File: config.mk
export PLATFORM = sky130hd
export DESIGN_NAME = s7_lap_ctrl
export DESIGN_NICKNAME = d
export VERILOG_FILES = /design/src/rtl/s7_lap_ctrl_pkg.sv /design/src/rtl/s7_lap_ctrl_debounce.sv /design/src/rtl/s7_lap_ctrl.sv
export SDC_FILE = /design/constraint.sdc
export NUM_CORES = 1
export LEC_CHECK = 0
export ABC_AREA = 1
export CORE_MARGIN = 1.5
export CORE_UTILIZATION = 40
export DETAILED_ROUTE_END_ITERATION = 8
export PLACE_DENSITY = 0.61
export SYNTH_ARGS = -nofsm -noshare
export SYNTH_HDL_FRONTEND = slang
export SYNTH_HIERARCHICAL = 1
export SYNTH_SLANG_ARGS = --single-unit
File: constraint.sdc
create_clock -name i_clk -period 2.1 [get_ports i_clk]
set_input_delay 0.63 -clock i_clk [delete_from_list [all_inputs] [get_ports i_clk]]
set_output_delay 0.63 -clock i_clk [all_outputs]
set_load 0.02 [all_outputs]
File: src/rtl/s7_lap_ctrl_pkg.sv
// Shared definitions for the stopwatch control slice: FSM state encodings and
// the default BCD time bus width reused by the counter and display driver.
package s7_lap_ctrl_pkg;

    localparam int BCD_W_DEF = 24;

    typedef enum logic [1:0] {
        ST_IDLE  = 2'd0,
        ST_RUN   = 2'd1,
        ST_PAUSE = 2'd2,
        ST_LAP   = 2'd3
    } state_e;

    // The counter advances both while running and while a lap is displayed.
    function automatic logic is_counting(state_e s);
        return (s == ST_RUN) || (s == ST_LAP);
    endfunction

endpackage

File: src/rtl/s7_lap_ctrl_debounce.sv
// Button conditioner: 2-flop synchronizer, stability counter and a one-cycle
// pulse on each accepted rising level.
module s7_debounce
    import s7_lap_ctrl_pkg::*;
#(
    parameter int DEBOUNCE_CYCLES = 50000
) (
    input  logic i_clk,
    input  logic i_rst,
    input  logic i_raw,
    output logic o_level,
    output logic o_press
);

    localparam int CNT_W = $clog2(DEBOUNCE_CYCLES + 1);
    localparam logic [CNT_W-1:0] CNT_MAX = CNT_W'(DEBOUNCE_CYCLES);

    logic             sync1_q;
    logic             sync2_q;
    logic             stable_q;
    logic             press_q;
    logic [CNT_W-1:0] cnt_q;

    // Synchronize, count consecutive disagreeing cycles, accept level after the full run.
    always_ff @(posedge i_clk) begin
        if (i_rst) begin
            sync1_q  <= 1'b0;
            sync2_q  <= 1'b0;
            stable_q <= 1'b0;
            press_q  <= 1'b0;
            cnt_q    <= '0;
        end else begin
            sync1_q <= i_raw;
            sync2_q <= sync1_q;
            press_q <= 1'b0;
            if (sync2_q == stable_q) begin
                cnt_q <= '0;
            end else if (cnt_q == CNT_MAX) begin
                stable_q <= sync2_q;
                cnt_q    <= '0;
                // A flip only happens on disagreement, so a new level of 1 is a rise.
                press_q  <= sync2_q;
            end else begin
                cnt_q <= cnt_q + CNT_W'(1);
            end
        end
    end

    assign o_level = stable_q;
    assign o_press = press_q;

endmodule

File: src/rtl/s7_lap_ctrl.sv
// Stopwatch control stage: debounced START/STOP and LAP/RESET buttons drive a
// 4-state FSM that enables/clears the counter and selects live or lap time.
module s7_lap_ctrl
    import s7_lap_ctrl_pkg::*;
#(
    parameter int DEBOUNCE_CYCLES = 50000,
    parameter int BCD_W           = BCD_W_DEF
) (
    input  logic             i_clk,
    input  logic             i_rst,
    input  logic             i_btn_start,
    input  logic             i_btn_lap,
    input  logic [BCD_W-1:0] i_bcd_time,
    output logic             o_cnt_en,
    output logic             o_cnt_clr,
    output logic [BCD_W-1:0] o_bcd_data,
    output logic             o_lap_active
);

    logic start_level, start_press;
    logic lap_level, lap_press;
    logic ps, pl;

    state_e           state_q, state_d;
    logic [BCD_W-1:0] snap_q, snap_d;
    logic             clr_d;
    logic             cnt_en_q, clr_q, lap_q;
    logic [BCD_W-1:0] bcd_q;

    s7_debounce #(.DEBOUNCE_CYCLES(DEBOUNCE_CYCLES)) u_deb_start (
        .i_clk   (i_clk),
        .i_rst   (i_rst),
        .i_raw   (i_btn_start),
        .o_level (start_level),
        .o_press (start_press)
    );

    s7_debounce #(.DEBOUNCE_CYCLES(DEBOUNCE_CYCLES)) u_deb_lap (
        .i_clk   (i_clk),
        .i_rst   (i_rst),
        .i_raw   (i_btn_lap),
        .o_level (lap_level),
        .o_press (lap_press)
    );

    // A press pulse always coincides with the debounced level being high.
    assign ps = start_press & start_level;
    assign pl = lap_press & lap_level;

    // Next-state logic; START has priority, a simultaneous LAP press is dropped.
    always_comb begin
        state_d = state_q;
        snap_d  = snap_q;
        clr_d   = 1'b0;
        case (state_q)
            ST_IDLE: begin
                if (ps)      state_d = ST_RUN;
                else if (pl) clr_d   = 1'b1;
            end
            ST_RUN: begin
                if (ps) begin
                    state_d = ST_PAUSE;
                end else if (pl) begin
                    state_d = ST_LAP;
                    snap_d  = i_bcd_time;
                end
            end
            ST_LAP: begin
                if (ps)      state_d = ST_PAUSE;
                else if (pl) state_d = ST_RUN;
            end
            ST_PAUSE: begin
                if (ps) begin
                    state_d = ST_RUN;
                end else if (pl) begin
                    state_d = ST_IDLE;
                    clr_d   = 1'b1;
                end
            end
            default: state_d = ST_IDLE;
        endcase
    end

    // State, snapshot and Moore outputs registered from the next state.
    always_ff @(posedge i_clk) begin
        if (i_rst) begin
            state_q  <= ST_IDLE;
            snap_q   <= '0;
            cnt_en_q <= 1'b0;
            clr_q    <= 1'b0;
            lap_q    <= 1'b0;
            bcd_q    <= '0;
        end else begin
            state_q  <= state_d;
            snap_q   <= snap_d;
            cnt_en_q <= is_counting(state_d);
            clr_q    <= clr_d;
            lap_q    <= (state_d == ST_LAP);
            bcd_q    <= (state_d == ST_LAP) ? snap_d : i_bcd_time;
        end
    end

    assign o_cnt_en     = cnt_en_q;
    assign o_cnt_clr    = clr_q;
    assign o_lap_active = lap_q;
    assign o_bcd_data   = bcd_q;

endmodule
Word-level counts from Yosys, hierarchy flattened
Index checks and enable logic that the tools add are counted.
- flip-flop bits (word level): 93
- input port bits: 28
- output and inout port bits: 27
- add/subtract/negate cells: 2
- equal/unequal tests: 9
- mux-type cells: 13
- bitwise operators: 7
- reduce and logical (&&, ||, !) cells: 10
- operators by type and width (cell ; count):
    $mux W24 ; 4
    $add A16 B1 Y16 const B ; 2
    $eq A16 B16 Y1 const B ; 2
    $reduce_or A3 Y1 ; 5
    $mux W2 ; 7
    $pmux W2 S4 ; 1
    $eq A2 B2 Y1 const B ; 3
    $not A1 Y1 ; 5
    $eq A2 B1 Y1 const B ; 2
    $reduce_and A2 Y1 ; 2
    $and A1 B1 Y1 ; 2
    $eq A1 B1 Y1 ; 2
    $logic_not A2 Y1 ; 1
    $reduce_or A2 Y1 ; 1
    $logic_or A1 B1 Y1 ; 1
    $mux W1 ; 1

Longest topological paths before layout
- word-level depth: 6
- gate-level depth with buffers: 9

Hierarchy
Netlist, hierarchy kept.
- modules (own cells, without submodules) (module ; times used ; cells each ; area each (sq um) ; seq. area each (sq um)):
    s7_lap_ctrl ; 1 ; 283 ; 2150.8 ; 1041.0
    s7_debounce ; 2 ; 149 ; 1061.0 ; 400.4

Least setup slack after synthesis
Ideal clock, no wire load.
- kind: register to register
- start: reg o_cnt_en (netlist name)
- end: reg snap_q[16]
- library setup time: 0.115 ns
- arrival time: 1.198 ns
- data required time: 1.985 ns
- slack: 0.787 ns
- stages on the path, launching flop included: 9
- buffers on the path: 2
- cells stage by stage: dfxtp_1 > inv_2 > nor2_4 > nand3_2 > buf_6 > buf_6 > nand2_1 > o21ai_2 > and2_1
- RTL lines (what ; RTL line ; RTL):
    to (signal assigned) ; s7_lap_ctrl.sv:95 ; snap_q <= snap_d;
    to (decl) ; s7_lap_ctrl.sv:25 ; logic [BCD_W-1:0] snap_q, snap_d;

Final worst setup path
- start: reg cnt_en_q, in the netlist o_cnt_en
- end: out o_cnt_en
- RTL lines (what ; RTL line ; RTL):
    from (decl) ; s7_lap_ctrl.sv:27 ; logic cnt_en_q, clr_q, lap_q;
    from (signal assigned) ; s7_lap_ctrl.sv:96 ; cnt_en_q <= is_counting(state_d);
    to (decl) ; s7_lap_ctrl.sv:14 ; output logic o_cnt_en,
No word-level cell between the ends.

==> impl_metrics.csv <==
group,metric,value,unit
setup_path,cp_slowest_stage_delay,640,ps
yosys,netlist_area,4270,um2
detailed_routing,routed_via_density,4.49,
floorplan,start_util,41.4,%
cts,cts_resized,0,
cts,tritoncts,"yes",
sta,period_minus_slack,2010,ps
cells_and_area,final_layout_size_suffix_gt1_share,13.6,%
global_routing,grt.total_usage,15.1,%
detailed_routing,drt-pass1-iter-count,4,
detailed_routing,wl_per_cell,10.2,um
setup_path,rr_endpoint,"o_bcd_data[9]$_SDFF_PP0_",
setup_path,critPathCaptureType,"primary output",
setup_path,rr_startpoint,"u_deb_start/o_level$_SDFFE_PP0P_",
sta,grt_setup_unrepaired,"false",
global_routing,antenna_found_initial,0,
cells_and_area,stdcell_count,775,
detailed_routing,drc,0,
setup_path,cp.buffers_inverters,1,
global_routing,grt_max_degree,49,
hold_path,hold_class,"reg2reg",
setup_path,reg2reg_depth,7,
cts,cts_sinks,92,
cts,htree_num_levels,3,
pwr,finalPower,3.16,mW
detailed_routing,dr_total_vias,3479,
cts,hold_buffers,0,
sta,worstMarginPinSlew,471,ps
detailed_routing,antenna_left,0,
cells_and_area,final_util,49.2,%
floorplan,fp.dieW,106,um
pwr,leakage,2.16,nW
yosys,syn_area_per_cell,7.35,um2
hold_path,hold_path_end,"u_deb_start/sync2_q$_SDFF_PP0_",
sta,fmax,0.498,GHz
cells_and_area,final_common_cell,"nand2_1",
cts,cts_made_buffers,9,
cells_and_area,nets,666,
cells_and_area,diodes,0,
yosys,ys_warn_count,6,
detailed_routing,top_layer_used,"met4",
hold_path,min_from,"u_deb_start/sync1_q$_SDFF_PP0_",
cts,clkTransAtPathRegs,90,ps
run_status,status,"finished, final reports clean",
yosys,ys_ff_latch,92,
pwr,ir_drop,0.301,mV
floorplan,rows,37,
place,io_buffer_count,54,
yosys,ys_types,27,
sta,layout_worst_path_cycle_share,95.6,%
setup_path,crit_type,"reg2out",
place,preCtsSetupSlack,124,ps
global_routing,grt_first_pass_wirelength,13900,um
detailed_routing,met3WireLength,302,um
yosys,yosysSeqAreaShare,43.1,%
cells_and_area,layout_common_cells,"149 x nand2_1, 92 x dfxtp_1, 88 x nor2_1",
setup_path,cp_max_fo,3,
cts,cts_setup_buffers,0,
detailed_routing,wl_met2,3700,um
floorplan,die_h,106,um
setup_path,crit_arrival,1380,ps
sta,clock_skew,16.3,ps
global_routing,gr-total-overflow,0,
setup_path,cp_cell_sequence,"clkdlybuf4s50_1",
global_routing,grt_pass1_vias,3262,
yosys,synth_nets,613,
cts,insertion_delay,360,ps
cts,clk_path_buf_depth,2,
sta,tns,0,ps
setup_path,cp_top_family,"buffers and inverters",
sta,fin_ws,93.1,ps
floorplan,core,10300,um2
sta,hold_ws,407,ps
place,place_area,4880,um2
pwr,pwr_density_cell,622,nW/um2
cells_and_area,area_delta_synth_final,18.8,%
place,routabilityCongestion,0.828,
setup_path,cp.required,1470,ps
setup_path,critPathSlowestCell,"clkdlybuf4s50_1",
yosys,synth_cells,581,
place,dp_hpwl,5600,um
detailed_routing,detailedRoute.firstIterationViolations,117,
sta,finalSetupViolations,0,
detailed_routing,drt-met1-wl,3860,um
sta,final-hold-violation-count,0,
detailed_routing,wirelength,7920,um
floorplan,die_area,11300,um2
cells_and_area,final_cell_area,5080,um2
sta,slew_headroom,68.6,%
cts,clock-root-buffer,"clkbuf_8",
floorplan,io_pins,55,
setup_path,regToRegSetupSlack,580,ps
job,cap_violations,0,
place,placedCellCount,759,
hold_path,hold_path_depth,2,
sta,final_max_slew_viol_count,0,
setup_path,start_kind,"flop",
[routing by layer]
| metal | track usage [%] | vias to the layer above |
|---|---|---|
| met5 | 0 | - |
| met4 | 5.41 | 0 |
| met3 | 4.23 | 2 |
| met2 | 24.9 | 50 |
| met1 | 18.8 | 1558 |
| li1 | - | 1869 |
[registers in the layout, summed over array words and instances, names as in the netlist]
name,count
o_bcd_data,24
snap_q,24
u_deb_lap/cnt_q,16
u_deb_start/cnt_q,16
o_cnt_clr,1
o_cnt_en,1
o_lap_active,1
state_q,1
u_deb_lap/o_level,1
u_deb_lap/o_press,1
u_deb_lap/sync1_q,1
u_deb_lap/sync2_q,1
u_deb_start/o_level,1
u_deb_start/o_press,1
u_deb_start/sync1_q,1
u_deb_start/sync2_q,1
[worst max path at each step]
stage	slack, ps	from	to	cells past startpoint
floorplan	790	o_cnt_en$_SDFF_PP0_	snap_q[16]$_SDFF_PP0_	8
global placement	150	i_rst	u_deb_lap/cnt_q[12]$_SDFF_PP0_	8
detailed placement	120	i_rst	u_deb_start/cnt_q[12]$_SDFF_PP0_	8
CTS	60	o_cnt_en$_SDFF_PP0_	o_cnt_en	1
global route	40	o_cnt_en$_SDFF_PP0_	o_cnt_en	1
finish	90	o_cnt_en$_SDFF_PP0_	o_cnt_en	1
[cells in the mapped netlist]
cell type  count  area share (%)
nand2_1      149              13
nor3b_1        2            0.35
o21ai_0        7            0.82
inv_1         69             6.1
nor2_1        88             7.7
clkbuf_1       3            0.26
nand2_2        8             1.2
nor3_1         1            0.12
o21ai_2       13             2.7
nand3_2        3            0.70
and2_1        23             3.4
dfxtp_1       92              43
buf_12         2            0.94
a21oi_1       14             1.6
buf_2          3            0.35
o21ai_1        9             1.1
ha_1           4             1.2
nand3_4        1            0.41
inv_2          6            0.53
nor2_4         5             1.3
nand4_1        8             1.2
nand3_1       18             2.1
xor2_1        10             2.0
buf_6          8             2.1
nand2_4        3            0.79
nor2_2        28             4.1
xnor2_1        4            0.82
[area by class of cell]
cell class | count | area, um2
repair buffers | 58 | 596
well taps | 136 | 170
inverters | 75 | 282
clock buffers | 9 | 124
multi-input cells | 398 | 1990
flip-flops and latches | 92 | 1840
fillers | 1030 | 5250
clock inverters | 7 | 70.1
[cell families (layout without fill, tap and decap cells)]
logic type | count (synthesis) | count (layout) | share of synthesized area (%)
AOI/OAI and AO/OA | 43 | 43 | 6.18
xor gates and xnor gates | 14 | 14 | 2.87
adders and majority gates | 4 | 4 | 1.17
buffers and inverters | 91 | 149 | 10.2
DFF | 92 | 92 | 43.1
and+or+nand+nor | 337 | 337 | 36.4
[power breakdown]
part	switching [mW]	internal [mW]	total, mW
registers	0.0100	1.77	1.78
clock network	0.692	0.464	1.16
logic	0.106	0.111	0.217
total	0.808	2.35	3.16
Power figures use the tool's default switching activity.
